===== config.mk =====
export PLATFORM = sky130hd
export DESIGN_NAME = pool_ctrl
export DESIGN_NICKNAME = d
export VERILOG_FILES = /design/src/rtl/pool_ctrl.sv
export SDC_FILE = /design/constraint.sdc
export NUM_CORES = 1
export LEC_CHECK = 0
export BUFFER_PORTS_ARGS = -buffer_cell sky130_fd_sc_hd__buf_2
export CELL_PAD_IN_SITES_DETAIL_PLACEMENT = 1
export CELL_PAD_IN_SITES_GLOBAL_PLACEMENT = 2
export CORE_MARGIN = 10
export CORE_UTILIZATION = 31
export DETAILED_ROUTE_END_ITERATION = 7
export PLACE_DENSITY_LB_ADDON = 0.25
export SKIP_CTS_REPAIR_TIMING = 1
export SYNTH_ARGS = -nofsm -noshare
export SYNTH_HDL_FRONTEND = slang
export SYNTH_SLANG_ARGS = --single-unit

===== constraint.sdc =====
create_clock -name clk -period 2.6 [get_ports clk]
set_input_delay 0.26 -clock clk [delete_from_list [all_inputs] [get_ports clk]]
set_output_delay 0.26 -clock clk [all_outputs]
set_load 0.1 [all_outputs]

===== src/rtl/pool_ctrl.sv =====
// pool_ctrl: sequencer for the 2x2/stride-2 max-pool datapath.
// Walks the IN_X x IN_Y feature buffer in window order and issues one read per
// cycle. A LAT-deep valid/index pipe then produces the output-buffer writes.
// Optional build macro: POOL_CTRL_PERF_EN adds the perf_cycles busy-cycle counter.
module pool_ctrl #(
    parameter int IN_X     = 24,
    parameter int IN_Y     = 24,
    parameter int RD_LAT   = 1,
    parameter int POOL_LAT = 1
) (
    input  logic                                 clk,
    input  logic                                 rst,
    input  logic                                 start,
    input  logic                                 pause,
    output logic                                 rd_en,
    output logic [$clog2(IN_X*IN_Y)-1:0]         rd_addr,
    output logic                                 wr_en,
    output logic [$clog2((IN_X/2)*(IN_Y/2))-1:0] wr_addr,
    output logic                                 busy,
    output logic                                 done
`ifdef POOL_CTRL_PERF_EN
    ,
    output logic [15:0]                          perf_cycles
`endif
);

    localparam int POOL_X = IN_X / 2;
    localparam int POOL_Y = IN_Y / 2;
    localparam int N_WIN  = POOL_X * POOL_Y;
    localparam int RA_W   = $clog2(IN_X * IN_Y);
    localparam int WA_W   = $clog2(N_WIN);
    localparam int LAT    = RD_LAT + POOL_LAT;
    localparam int XW     = (POOL_X > 1) ? $clog2(POOL_X) : 1;
    localparam int YW     = $clog2(POOL_Y + 1);

    typedef enum logic [1:0] {
        S_IDLE  = 2'd0,
        S_RUN   = 2'd1,
        S_DRAIN = 2'd2,
        S_DONE  = 2'd3
    } state_t;

    state_t            state;
    state_t            state_nxt;
    logic [XW-1:0]     wx;
    logic [YW-1:0]     wy;
    logic [WA_W-1:0]   k_c;
    logic              last_win_c;
    logic [LAT-1:0]    vld;
    logic [WA_W-1:0]   kpipe [LAT];
    logic              pipe_pending_c;

    // Window index and top-left pixel address from the window counters
    assign k_c        = WA_W'(wy) * WA_W'(POOL_X) + WA_W'(wx);
    assign last_win_c = (k_c == WA_W'(N_WIN - 1));
    assign rd_addr    = RA_W'(wy) * RA_W'(2 * IN_X) + RA_W'(wx) * RA_W'(2);

    // Pipe output is the write strobe and pooled element index
    assign wr_en   = vld[LAT-1];
    assign wr_addr = kpipe[LAT-1];

    // Writes still to come after the current cycle (all stages except the output)
    always_comb begin
        pipe_pending_c = 1'b0;
        for (int i = 0; i < LAT - 1; i++) begin
            pipe_pending_c = pipe_pending_c | vld[i];
        end
    end

    // State register
    always_ff @(posedge clk) begin
        if (rst) state <= S_IDLE;
        else     state <= state_nxt;
    end

    // Next-state logic
    always_comb begin
        state_nxt = state;
        case (state)
            S_IDLE:  if (start) state_nxt = S_RUN;
            S_RUN:   if (rd_en && last_win_c) state_nxt = S_DRAIN;
            S_DRAIN: if (!pipe_pending_c) state_nxt = S_DONE;
            S_DONE:  state_nxt = S_IDLE;
            default: state_nxt = S_IDLE;
        endcase
    end

    // Moore status outputs; read strobe gated by pause in RUN
    always_comb begin
        rd_en = 1'b0;
        busy  = 1'b0;
        done  = 1'b0;
        case (state)
            S_RUN: begin
                rd_en = !pause;
                busy  = 1'b1;
            end
            S_DRAIN: busy = 1'b1;
            S_DONE:  done = 1'b1;
            default: ;
        endcase
    end

    // Window counters: clear on pass start, advance on each issued read
    always_ff @(posedge clk) begin
        if (rst) begin
            wx <= '0;
            wy <= '0;
        end else if (state == S_IDLE && start) begin
            wx <= '0;
            wy <= '0;
        end else if (rd_en) begin
            if (wx == XW'(POOL_X - 1)) begin
                wx <= '0;
                wy <= wy + YW'(1);
            end else begin
                wx <= wx + XW'(1);
            end
        end
    end

    // Valid/index pipe covering read plus pool latency; never stalled by pause
    always_ff @(posedge clk) begin
        if (rst) begin
            vld <= '0;
            for (int i = 0; i < LAT; i++) kpipe[i] <= '0;
        end else begin
            vld[0]   <= rd_en;
            kpipe[0] <= k_c;
            for (int i = 1; i < LAT; i++) begin
                vld[i]   <= vld[i-1];
                kpipe[i] <= kpipe[i-1];
            end
        end
    end

`ifdef POOL_CTRL_PERF_EN
    // Busy-cycle counter, saturating, held after done until the next start
    always_ff @(posedge clk) begin
        if (rst)                          perf_cycles <= '0;
        else if (state == S_IDLE && start) perf_cycles <= '0;
        else if (busy && perf_cycles != 16'hFFFF) perf_cycles <= perf_cycles + 16'd1;
    end
`endif

endmodule


Yosys cells after proc, flatten, opt, wreduce, memory -nomap -nowiden. Memory sizes are Yosys's and may differ from the RTL's. Cells that the tools add are included.

Add/subtract/negate cells: 4. Multiply operators: 2. Equality and inequality tests: 8. Muxes and demuxes: 13. Bitwise gates (word level): 2. Reductions and logical operators: 8.

Operators with widths (count): $mux W8 (2); $mul A4 B2 Y6 const B (2); $add A10 B5 Y10 (1); $add A4 B1 Y4 const B (2); $add A8 B4 Y8 (1); $eq A8 B8 Y1 const B (1); $pmux W2 S4 (1); $mux W1 (6); $mux W2 (3); $ne A2 B2 Y1 const B (3); $eq A2 B2 Y1 const B (2); $eq A4 B4 Y1 const B (1); $mux W4 (1); $reduce_or A2 Y1 (2); $reduce_and A3 Y1 (1); $eq A2 B1 Y1 const B (1); $logic_and A1 B1 Y1 (2); $logic_not A2 Y1 (1); $or A1 B1 Y1 (2); $reduce_and A2 Y1 (1); $logic_not A1 Y1 (1).

Bits in registers: 12. RAM bits: 16. Input port bits: 4. Output and inout port bits: 22. Word-level logic and storage cells: 42. Memories: 1.

Memories: kpipe (depth 2, bits a word 8, rd ports 2, clocked after memory_dff 0, write ports 2, RTL line 50) `logic [WA_W-1:0] kpipe [LAT];`.

Depth between registers and ports, before layout. Gate-level depths: netlist of the first run.

Word-level depth: 6. Depth in mapped cells: 10. Gate-level depth less buffers: 8.

Worst setup path before layout of the first run. No wires, ideal clock.

Kind: reg-to-output. From: register wy[2]. To: output port rd_addr[8]. Arrival: 3411 ps. Required time: 2340 ps. Setup slack: -1071 ps. Stages on the path, launching flop included: 9. Path buffers: 2. Cells stage by stage: dfxtp_1 > inv_1 > ha_1 > buf_6 > and3b_1 > or4_4 > and2_1 > buf_6 > xnor2_1.

Longest elaborated chain between the ends: 2.

RTL lines: from (decl) (RTL line 46) `logic [YW-1:0] wy;`; from (signal assigned) (RTL line 115) `wy <= wy + YW'(1);`; $mul A4 B2 Y6 (RTL line 56) `assign rd_addr = RA_W'(wy) * RA_W'(2 * IN_X) + RA_W'(wx) * RA_W'(2);`; $add A10 B5 Y10 (RTL line 56); to (decl) (RTL line 16) `output logic [$clog2(IN_X*IN_Y)-1:0] rd_addr,`.

No other way between the ends.

Final worst setup path of the first run.
From: register wy[2]. To: output port rd_addr[9].

The elaborated chain is that of the path after synthesis.

==> key figures, run 1 <==
Critical path
  • FF-to-FF setup slack: about 0.06 ns
  • CP max FO: 4
  • Critical path's top delay family: simple AND/OR/NAND/NOR gates
  • CP max stage cell: or4_4
  • CP Launch Type: register
  • CP Cell Sequence: buf_6 > ha_4 > and3b_2 > or4_4 > and2_4 > a31oi_4 > o31ai_4 > o221ai_4 > buf_12
  • WP buf/inv: 2
  • Max incr delay on CP: 0.58 ns
  • Req. time, crit path: 2.34 ns
  • Critical Path AT: 2.52 ns
  • FF-to-FF Start: wy[2]
  • Reg2Reg Capture Point: state[0]
  • Crit end category: output pin
  • Setup CP Type: reg -> out
  • CP startpoint: wy[2]
  • WP depth: 9
  • Worst Reg-to-Reg Cells: 9

STA
  • Setup WS post-layout: -0.1841 ns
  • Clock skew: 0.009331 ns
  • Min Clock Period, post-route: 2.784 ns
  • Fin. Hold Viols: 0
  • Final setup viols: 2
  • FMAX: 359.2 MHz
  • Fin crit share: 107.1%
  • RSZ-0062 raised after global routing: yes
  • Max Slew Vio Count: 0

Synthesis
  • Sequential area share after synthesis: between 30% and 40%
  • Syn_nets: 191
  • Synth async-reset ratio: 0%
  • Mapped Cells: 170
  • Top cell type's share of synthesized area: 35.39%
  • Yosys warns: 0
  • Mean post-synth cell area: between 9 and 10 um^2
  • Synth cell types: 39
  • Mapped Area: 1584 um^2
  • Number of flops mapped to enable cells by yosys: 0
  • Synth area leaders: dfxtp_1 (35%), ha_1 (12%), nor2b_1 (7.5%)
  • Commonest cells in the netlist: dfxtp_1 (28), nor2b_1 (19), ha_1 (15)
  • Seq cells post-synth: 28
  • Top FF cell, synth: dfxtp_1
  • Most common cell in the netlist: dfxtp_1
  • Yosys top cell by area: dfxtp_1

Layout
  • P&R area growth vs syn: 30.81%
  • Share of cells above drive strength 1: 35.71%
  • Inserted Diodes: 0
  • Nets@finish: 218
  • Finished layout cell area: 2072 um^2
  • Non-Filler Instances: between 200 and 300

Power and ir drop
  • Leak: around 0.87 nW
  • Sw power: 0.0004433 W
  • Sequential power share: roughly two fifths
  • Clock Power Share: 29.1%
  • Int Power: 0.0007436 W
  • Combinational power share: 31.2%
  • Pwr Density: 572.9 nW/um^2
  • Switching fraction of total power: a little under two fifths
  • VDD IR-drop max: around 0.27 mV

CTS
  • CTS sink count: 28
  • TritonCTS clock tree: yes
  • CTS buffer count: 3
  • Clock transition at path regs: 0.10 ns
  • Longest Clk Path Bufs: 2
  • CTS H-tree depth: 1
  • Clock latency on the worst-skew pair: roughly 0.28 ns
  • Clock tree root driver cell: clkbuf_8

Route
  • Routed Antenna Nets: 0
  • Remaining DRCs: 0
  • DR pass1 iterations: 3
  • Wirelength per Cell: roughly 14 um
  • DRT Wirelength: 3.693 mm
  • Via count: 1194
  • Vias per cell: 4.540
  • Initial DRC Count: 50

Floorplan
  • Number of I/O pins: 26
  • DIE WIDTH: ~91 um
  • Row cnt: 25
  • Initial Util: 32.67%
  • Die height: 91.48 um
  • Die area: 8369 um^2
  • Core area: 4848 um^2

Placed design
  • Placed inst area: 1842 um^2
  • Place WS: -0.07263 ns
  • HPWL Detailed: around 2.9 mm
  • Routability cong.: 0.7803
  • Port bufs: 24
  • Post-placement cell count: approximately 260

Global route
  • All-layer global routing usage: around 8.7%
  • First-pass GRT wire length: between 6 and 7 mm
  • Antenna violations before repair: 0
  • Overflow after GRT: 0
  • Largest net degree at the start of global routing: 24
  • Vias in the first global route: ~1300

Worst hold path
  • Worst min-delay path endpoint: kpipe[0][3]
  • Hold_sp: rst
  • HP Class: in -> reg
  • Worst Hold Depth: 2

Flow run
  • Max_cap viols: 0

Status
  • Violated checks: negative setup slack
  • Status: finished, violations left
[cell families (layout without fill, tap and decap cells)]
logic type                 Yosys count  in the layout  share of synthesized area, %
other                                1              1                        0.2367
adders and majority gates           17             17                         14.38
xor gates and xnor gates            10             10                         5.530
DFF                                 28             28                         35.39
AOI/OAI and AO/OA                   23             23                         10.82
muxes                                4              4                         2.528
buffers and inverters               28             54                         10.51
and+or+nand+nor                     59             59                         20.62
[worst reg2reg max path, delay by kind of cell, from the launching register on]
| kind | cells | cell delay, ns |
|---|---|---|
| buffers and inverters | 2 | 0.28 |
| AND/OR/NAND/NOR | 3 | 1.01 |
| flip-flops | 1 | 0.37 |
| multiplexers | 1 | 0.14 |
| adder cells (fa/ha/maj) | 1 | 0.20 |
| AO/OA/AOI/OAI | 2 | 0.45 |
[power by group through the flow]
stage	Sequential (W)	Combinational (W)	Clock, W
finish	0.000471	0.000371	0.000345
global route	0.000475	0.000394	0.000380
CTS	0.000473	0.000375	0.000360
detailed placement	0.000483	0.000373	0
global placement	0.000481	0.000364	0
floorplan	0.000483	0.000316	0
[sequential cells by signal, indices dropped and copies added (netlist names)]
register	count
vld	2
wx	4
state	2
kpipe	16
wy	4
[metal layers]
layer	part of all wire, %	global-route usage, %	wire length [um]	up-vias
met5	0	0	0	-
met4	0.73	2.089	27	0
met3	4.0	3.045	146	4
met2	49	14.69	1821	14
met1	46	10.14	1699	564
li1	-	-	-	612
[final cells by class]
class                      count  area (um^2)
clock buffer                   3        41.29
clock inverter                 1        30.03
inverter                      11        43.79
sequential                    28        565.5
multi-input combinational    114         1026
fill                         568         2776
timing repair buffer          39        281.5
tap                           67        83.83
[worst max path at each step]
stage,to
2_1_floorplan,rd_addr[8]
3_3_place_gp,rd_addr[9]
3_5_place_dp,rd_addr[9]
4_1_cts,rd_addr[9]
5_1_grt,rd_addr[9]
6_report,rd_addr[9]
[cells in the final DEF (no fill, tap or decap), types with 4 or more instances in the layout]
master and count:
dfxtp_1 26, buf_2 21, nor2b_1 18, buf_4 14
ha_1 12, inv_1 9, nor2_1 9, nand2_1 6
xnor2_1 6, a21oi_1 5, nand3_1 4, mux2i_1 4
nor3_1 4
[stage by stage]
step                hold WS [ns]  util, %  total power [W]  TNS (ns)
CTS                       0.3633    39.46         0.001209   -0.5751
global placement          0.4182    37.99        0.0008455         0
floorplan                 0.4138        -        0.0007996   -0.3976
finish                    0.3636    42.74         0.001187   -0.3131
global route              0.3993    42.74         0.001249   -0.4621
detailed placement        0.4239    37.99        0.0008565  -0.08247
Note: power is estimated with default switching activity, not from simulation.
==> run 2: changes to the inputs <==
Settings changed: BUFFER_PORTS_ARGS -buffer_cell sky130_fd_sc_hd__buf_2 to -buffer_cell sky130_fd_sc_hd__buf_4.
==> run 2 against run 1 <==
  * The run still ends with negative setup slack left
  * Sequential cell count is the same
  * Core utilization about the same
  * Clock-buffer cell count unchanged
  * Cell area about the same
  * Clock skew rose by 0.0026 ns
  * Die area unchanged
==> key figures, run 2 (synthesis gave the netlist of run 1 again) <==
Critical path
  • Max incr delay on CP: 0.50 ns (-0.08 ns)
  • CP max FO: 4 (unchanged)
  • CP max stage cell: or4_4
  • WP buf/inv: 2 (unchanged)
  • Critical Path AT: 2.49 ns (-0.03 ns)
  • Crit end category: output pin
  • Setup CP Type: reg -> out
  • Critical path's top delay family: simple AND/OR/NAND/NOR gates
  • CP Cell Sequence: inv_4 > ha_4 > and3b_2 > or4_4 > nand2_2 > nor4_1 > o31ai_2 > o221ai_4 > buf_12
  • CP Launch Type: register
  • Req. time, crit path: 2.34 ns (about the same)

Layout
  • Most flops, register: kpipe
  • P&R area growth vs syn: 30.88% (about the same)
  • Max FFs per register: 16 (unchanged)
  • Fill cells: 550 (-3.2%)
  • Largest regs: kpipe: 16 flops, wx: 4 flops, wy: 4 flops
  • Fin util: 42.76% (about the same)
  • Most common cell after layout, fill and taps aside: buf_4
  • Inserted Diodes: 0 (unchanged)
  • Share of cells above drive strength 1: 34.87% (-0.84 points)
  • Finished layout cell area: 2073 um^2 (about the same)
  • Most frequent cells in the layout: buf_4 (35), dfxtp_1 (26), nor2b_1 (18), ha_1 (14)
  • Nets@finish: 217 (-0.46%)

Floorplan
  • Die height: 91.48 um (unchanged)
  • Core area: 4848 um^2 (unchanged)
  • Number of I/O pins: 26 (unchanged)
  • Die area: 8369 um^2 (unchanged)
  • DIE WIDTH: 91.48 um (unchanged)
  • Row cnt: 25 (unchanged)
  • Initial Util: 32.67% (unchanged)

Route
  • Routed Antenna Nets: 0 (unchanged)
  • Via count: 1216 (+1.8%)
  • Remaining DRCs: 0 (unchanged)
  • Wirelength per Cell: 13.82 um (-1.5%)
  • DRT Wirelength: 3.622 mm (-1.9%)
  • Vias per cell: 4.641 (+2.2%)
  • DR pass1 iterations: 4 (+1)
  • Initial DRC Count: 38 (-24%)

Global route
  • Vias in the first global route: 1246 (-1.7%)
  • Overflow after GRT: 0 (unchanged)
  • Antenna violations before repair: 0 (unchanged)
  • Largest net degree at the start of global routing: 24 (unchanged)
  • First-pass GRT wire length: 6.078 mm (+0.56%)
  • All-layer global routing usage: 8.551% (-0.11 points)

Power and ir drop
  • Pwr Density: 584.1 nW/um^2 (+2.0%)
  • VDD IR-drop max: 0.3088 mV (+15%)
  • Switching fraction of total power: 36.95% (-0.40 points)
  • Sw power: 0.0004474 W (+0.92%)
  • Clock Power Share: 28.7% (-0.4 points)
  • Design Power: 0.001211 W (+2.0%)
  • Combinational power share: 32.2% (+1.0 points)
  • Sequential power share: 39.2% (-0.5 points)
  • Leak: 0.8823 nW (+0.89%)
  • Int Power: 0.0007635 W (+2.7%)

Placed design
  • Place WS: -0.02659 ns (+0.04604 ns)
  • Port bufs: 24 (unchanged)
  • HPWL Detailed: 2.921 mm (+2.3%)
  • Routability cong.: 0.7930 (+1.6%)
  • Placed inst area: 1872 um^2 (+1.6%)

CTS
  • CTS H-tree depth: 1 (unchanged)
  • Clock tree root driver cell: clkbuf_8
  • Clock latency on the worst-skew pair: 0.28 ns (about the same)
  • CTS buffer count: 3 (unchanged)
  • Longest Clk Path Bufs: 2 (unchanged)
  • Clock transition at path regs: 0.10 ns (about the same)
  • CTS sink count: 28 (unchanged)
  • TritonCTS clock tree: yes

STA
  • Final setup viols: 2 (unchanged)
  • Final TNS setup: -0.1776 ns (+0.1355 ns)
  • Max Slew Vio Count: 0 (unchanged)
  • Clock skew: 0.01189 ns (+0.002557 ns)
  • Min Clock Period, post-route: 2.749 ns (-0.03495 ns)
  • Fin crit share: 105.7% (-1.3 points)
  • RSZ-0062 raised after global routing: yes
  • Fin. Hold Viols: 0 (unchanged)
  • FMAX: 363.7 MHz (+1.3%)
  • Setup WS post-layout: -0.1492 ns (+0.03495 ns)

Worst hold path
  • HP Class: in -> reg

Flow run
  • Max_cap viols: 0 (unchanged)

Status
  • Status: finished, violations left
  • Violated checks: negative setup slack
==> run 2: worst register-to-register path: stages, from the launching register on <==
cell and delay, ns:
dfxtp_4 0.39, inv_4 0.05, ha_4 0.26, and3b_2 0.23, or4_4 0.50, and2_4 0.18
buf_6 0.13, a311o_1 0.31, a31oi_4 0.18, mux2i_1 0.20
==> run 2: area by class of cell <==
type	instances	area [um^2]	area share [%]
Inverter	11	43.79	2.112
Clock buffer	3	41.29	1.992
Sequential cell	28	565.5	27.28
Timing Repair Buffer	38	314.1	15.15
Tap cell	67	83.83	4.043
Clock inverter	1	30.03	1.448
Multi-Input combinational cell	114	994.7	47.98
==> run 2: through the flow <==
stage,std cells,hold slack [ns]
finish,262,0.2968
global route,262,0.3179
CTS,261,0.2946
detailed placement,257,0.4255
global placement,257,0.4159
floorplan,170,0.4138
==> run 2: power groups by stage <==
stage | clock [W] | combinational (W) | sequential [W]
2_1_floorplan | 0 | 0.000316 | 0.000483
3_3_place_gp | 0 | 0.000379 | 0.000483
3_5_place_dp | 0 | 0.000387 | 0.000484
4_1_cts | 0.000358 | 0.000387 | 0.000475
5_1_grt | 0.000379 | 0.000417 | 0.000478
6_report | 0.000347 | 0.000390 | 0.000474
==> run 2: worst paths after layout <==
path / from / endpoint / slack (ns) / cells after the start
worst max-delay path: wy[2] / rd_addr[9] / -0.15 / 9
worst min-delay path: rst / kpipe[0][3] / 0.30 / 2
worst min register to register: kpipe[0][4] / kpipe[0][12] / 0.44 / 1
worst max register to register: wy[2] / state[0] / 0.11 / 9
==> run 2: metal layers <==
layer / vias up / routed length (um) / GRT usage (%)
met3: 2 / 135 / 2.798
met1: 583 / 1552 / 9.779
met5: - / 0 / 0
met2: 21 / 1915 / 14.99
met4: 0 / 18 / 1.958
li1: 610 / - / -
==> run 3: changes to the inputs <==
Settings changed: BUFFER_PORTS_ARGS -buffer_cell sky130_fd_sc_hd__buf_4 to -buffer_cell sky130_fd_sc_hd__buf_2, CAP_MARGIN set to 15, CELL_PAD_IN_SITES_DETAIL_PLACEMENT 1 to 0.
==> run 3 against run 2 <==
  * The run still ends with negative setup slack left
  * Cell count up 0.38%
  * First-iteration DRC count fell by 7.9%
  * Total power decreased by 2.6%
  * Die area unchanged
  * Critical path depth unchanged
  * Maximum frequency up 0.53%
  * Largest cell class unchanged
==> key figures, run 3 (synthesis gave the netlist of run 1 again) <==
Status
  • Status: finished, violations left
  • Violated checks: negative setup slack

Critical path
  • CP Launch Type: register
  • CP Cell Sequence: inv_4 > ha_4 > and3b_2 > or4_4 > and2_4 > a31oi_4 > o31ai_4 > o221ai_4 > buf_12
  • FF-to-FF Start: wy[1]
  • CP startpoint: wy[2]
  • CP max stage cell: or4_4
  • Req. time, crit path: 2.34 ns (about the same)
  • CP max FO: 5 (+1)
  • Critical Path AT: 2.47 ns (-0.02 ns)
  • Max incr delay on CP: 0.51 ns (about the same)
  • Crit end category: output pin
  • Setup CP Type: reg -> out

STA
  • Min Clock Period, post-route: 2.735 ns (-0.01441 ns)
  • Max Slew Vio Count: 0 (unchanged)
  • Hold Worst Slack: 0.3604 ns (+0.06363 ns)
  • Final TNS setup: -0.1671 ns (+0.01054 ns)
  • Final setup viols: 2 (unchanged)
  • Setup WS post-layout: -0.1348 ns (+0.01441 ns)
  • RSZ-0062 raised after global routing: yes
  • Fin crit share: 105.2% (-0.55 points)
  • Clock skew: 0.006805 ns (-0.005083 ns)
  • FMAX: 365.7 MHz (+0.53%)
  • Fin. Hold Viols: 0 (unchanged)

Placed design
  • Port bufs: 24 (unchanged)
  • Place WS: 0.02721 ns (+0.05380 ns)
  • HPWL Detailed: 2.558 mm (-12%)
  • Routability cong.: 0.7803 (-1.6%)

Layout
  • Share of cells above drive strength 1: 34.18% (-0.69 points)
  • P&R area growth vs syn: 29.38%
  • Most frequent cells in the layout: dfxtp_1 (26), buf_2 (21), nor2b_1 (19), ha_1 (14), buf_4 (14)
  • Most common cell after layout, fill and taps aside: dfxtp_1
  • Nets@finish: 218 (+0.46%)
  • Inserted Diodes: 0 (unchanged)
  • Max FFs per register: 16 (unchanged)
  • Largest regs: kpipe: 16 flops, wx: 4 flops, wy: 4 flops
  • Fill cells: 475 (-14%)
  • Most flops, register: kpipe

Route
  • Vias per cell: 4.399 (-5.2%)
  • Routed Antenna Nets: 0 (unchanged)
  • Remaining DRCs: 0 (unchanged)
  • Wirelength per Cell: 12.35 um (-11%)
  • Via count: 1157 (-4.9%)
  • DRT Wirelength: 3.248 mm (-10%)
  • DR pass1 iterations: 4 (unchanged)
  • Initial DRC Count: 35 (-7.9%)

Floorplan
  • Die area: 8369 um^2 (unchanged)
  • DIE WIDTH: 91.48 um (unchanged)
  • Core area: 4848 um^2 (unchanged)
  • Die height: 91.48 um (unchanged)
  • Number of I/O pins: 26 (unchanged)
  • Initial Util: 32.67% (unchanged)
  • Row cnt: 25 (unchanged)

Worst hold path
  • Hold_sp: rst
  • HP Class: in -> reg

CTS
  • Clock latency on the worst-skew pair: 0.28 ns (about the same)
  • Clock tree root driver cell: clkbuf_8
  • Clock transition at path regs: 0.10 ns (about the same)
  • CTS sink count: 28 (unchanged)
  • TritonCTS clock tree: yes
  • CTS buffer count: 3 (unchanged)
  • Longest Clk Path Bufs: 2 (unchanged)
  • CTS H-tree depth: 1 (unchanged)

Flow run
  • Max_cap viols: 0 (unchanged)

Power and ir drop
  • Pwr Density: 575.3 nW/um^2 (-1.5%)
  • VDD IR-drop max: 0.3254 mV (+5.4%)
  • Leak: 0.8799 nW (-0.27%)

Global route
  • First-pass GRT wire length: 5.478 mm (-9.9%)
  • Antenna violations before repair: 0 (unchanged)
  • Vias in the first global route: 1174 (-5.8%)
  • Overflow after GRT: 0 (unchanged)
  • Largest net degree at the start of global routing: 24 (unchanged)
  • All-layer global routing usage: 7.723% (-0.83 points)
## run 3: final cells by class
type / instances / area (um^2) / share of cell area, %
Timing Repair Buffer: 39 / 281.5 / 13.74
Clock inverter: 1 / 30.03 / 1.465
Multi-Input combinational cell: 114 / 1003 / 48.96
Clock buffer: 3 / 41.29 / 2.015
Tap cell: 67 / 83.83 / 4.090
Sequential cell: 28 / 565.5 / 27.59
Inverter: 11 / 43.79 / 2.137
## run 3: critical path, delay by kind of cell (launching register included)
family          cells  cell delay [ns]
simple gates        3             0.93
flops               1             0.40
compound gates      3             0.36
buf+inv             2             0.25
fa+ha+maj           1             0.25
## run 3: per-layer routing
metal	wire length, um	up-vias	global-route usage [%]
li1	-	611	-
met1	1468	526	8.865
met2	1557	16	12.62
met3	187	4	3.457
met4	35	0	2.219
met5	0	-	0
## run 3: per-stage QoR
| step | instances | util [%] | total power (W) | cell area [um^2] |
|---|---|---|---|---|
| 2_1_floorplan | 170 | - | 0.0007996 | 1635 |
| 3_3_place_gp | 255 | 37.99 | 0.0008455 | 1842 |
| 3_5_place_dp | 255 | 37.99 | 0.0008517 | 1842 |
| 4_1_cts | 259 | 39.46 | 0.001199 | 1913 |
| 5_1_grt | 263 | 42.27 | 0.001235 | 2049 |
| 6_report | 263 | 42.27 | 0.001179 | 2049 |
## run 3: where the power goes
part | total [W] | leakage, nW | internal, W | switching [W]
registers | 0.000471 | 0.227 | 0.000449 | 0.0000219
logic | 0.000367 | 0.617 | 0.0000876 | 0.000279
clock network | 0.000341 | 0.0357 | 0.000206 | 0.000135
total | 0.00118 | 0.880 | 0.000743 | 0.000436
## run 3: path summary, 6_finish.rpt
| path | end | slack, ns | cells after the start |
|---|---|---|---|
| min | kpipe[0][2] | 0.36 | 2 |
| max | rd_addr[9] | -0.13 | 9 |
| max reg2reg | state[0] | 0.09 | 8 |
| min reg2reg | kpipe[0][9] | 0.44 | 1 |
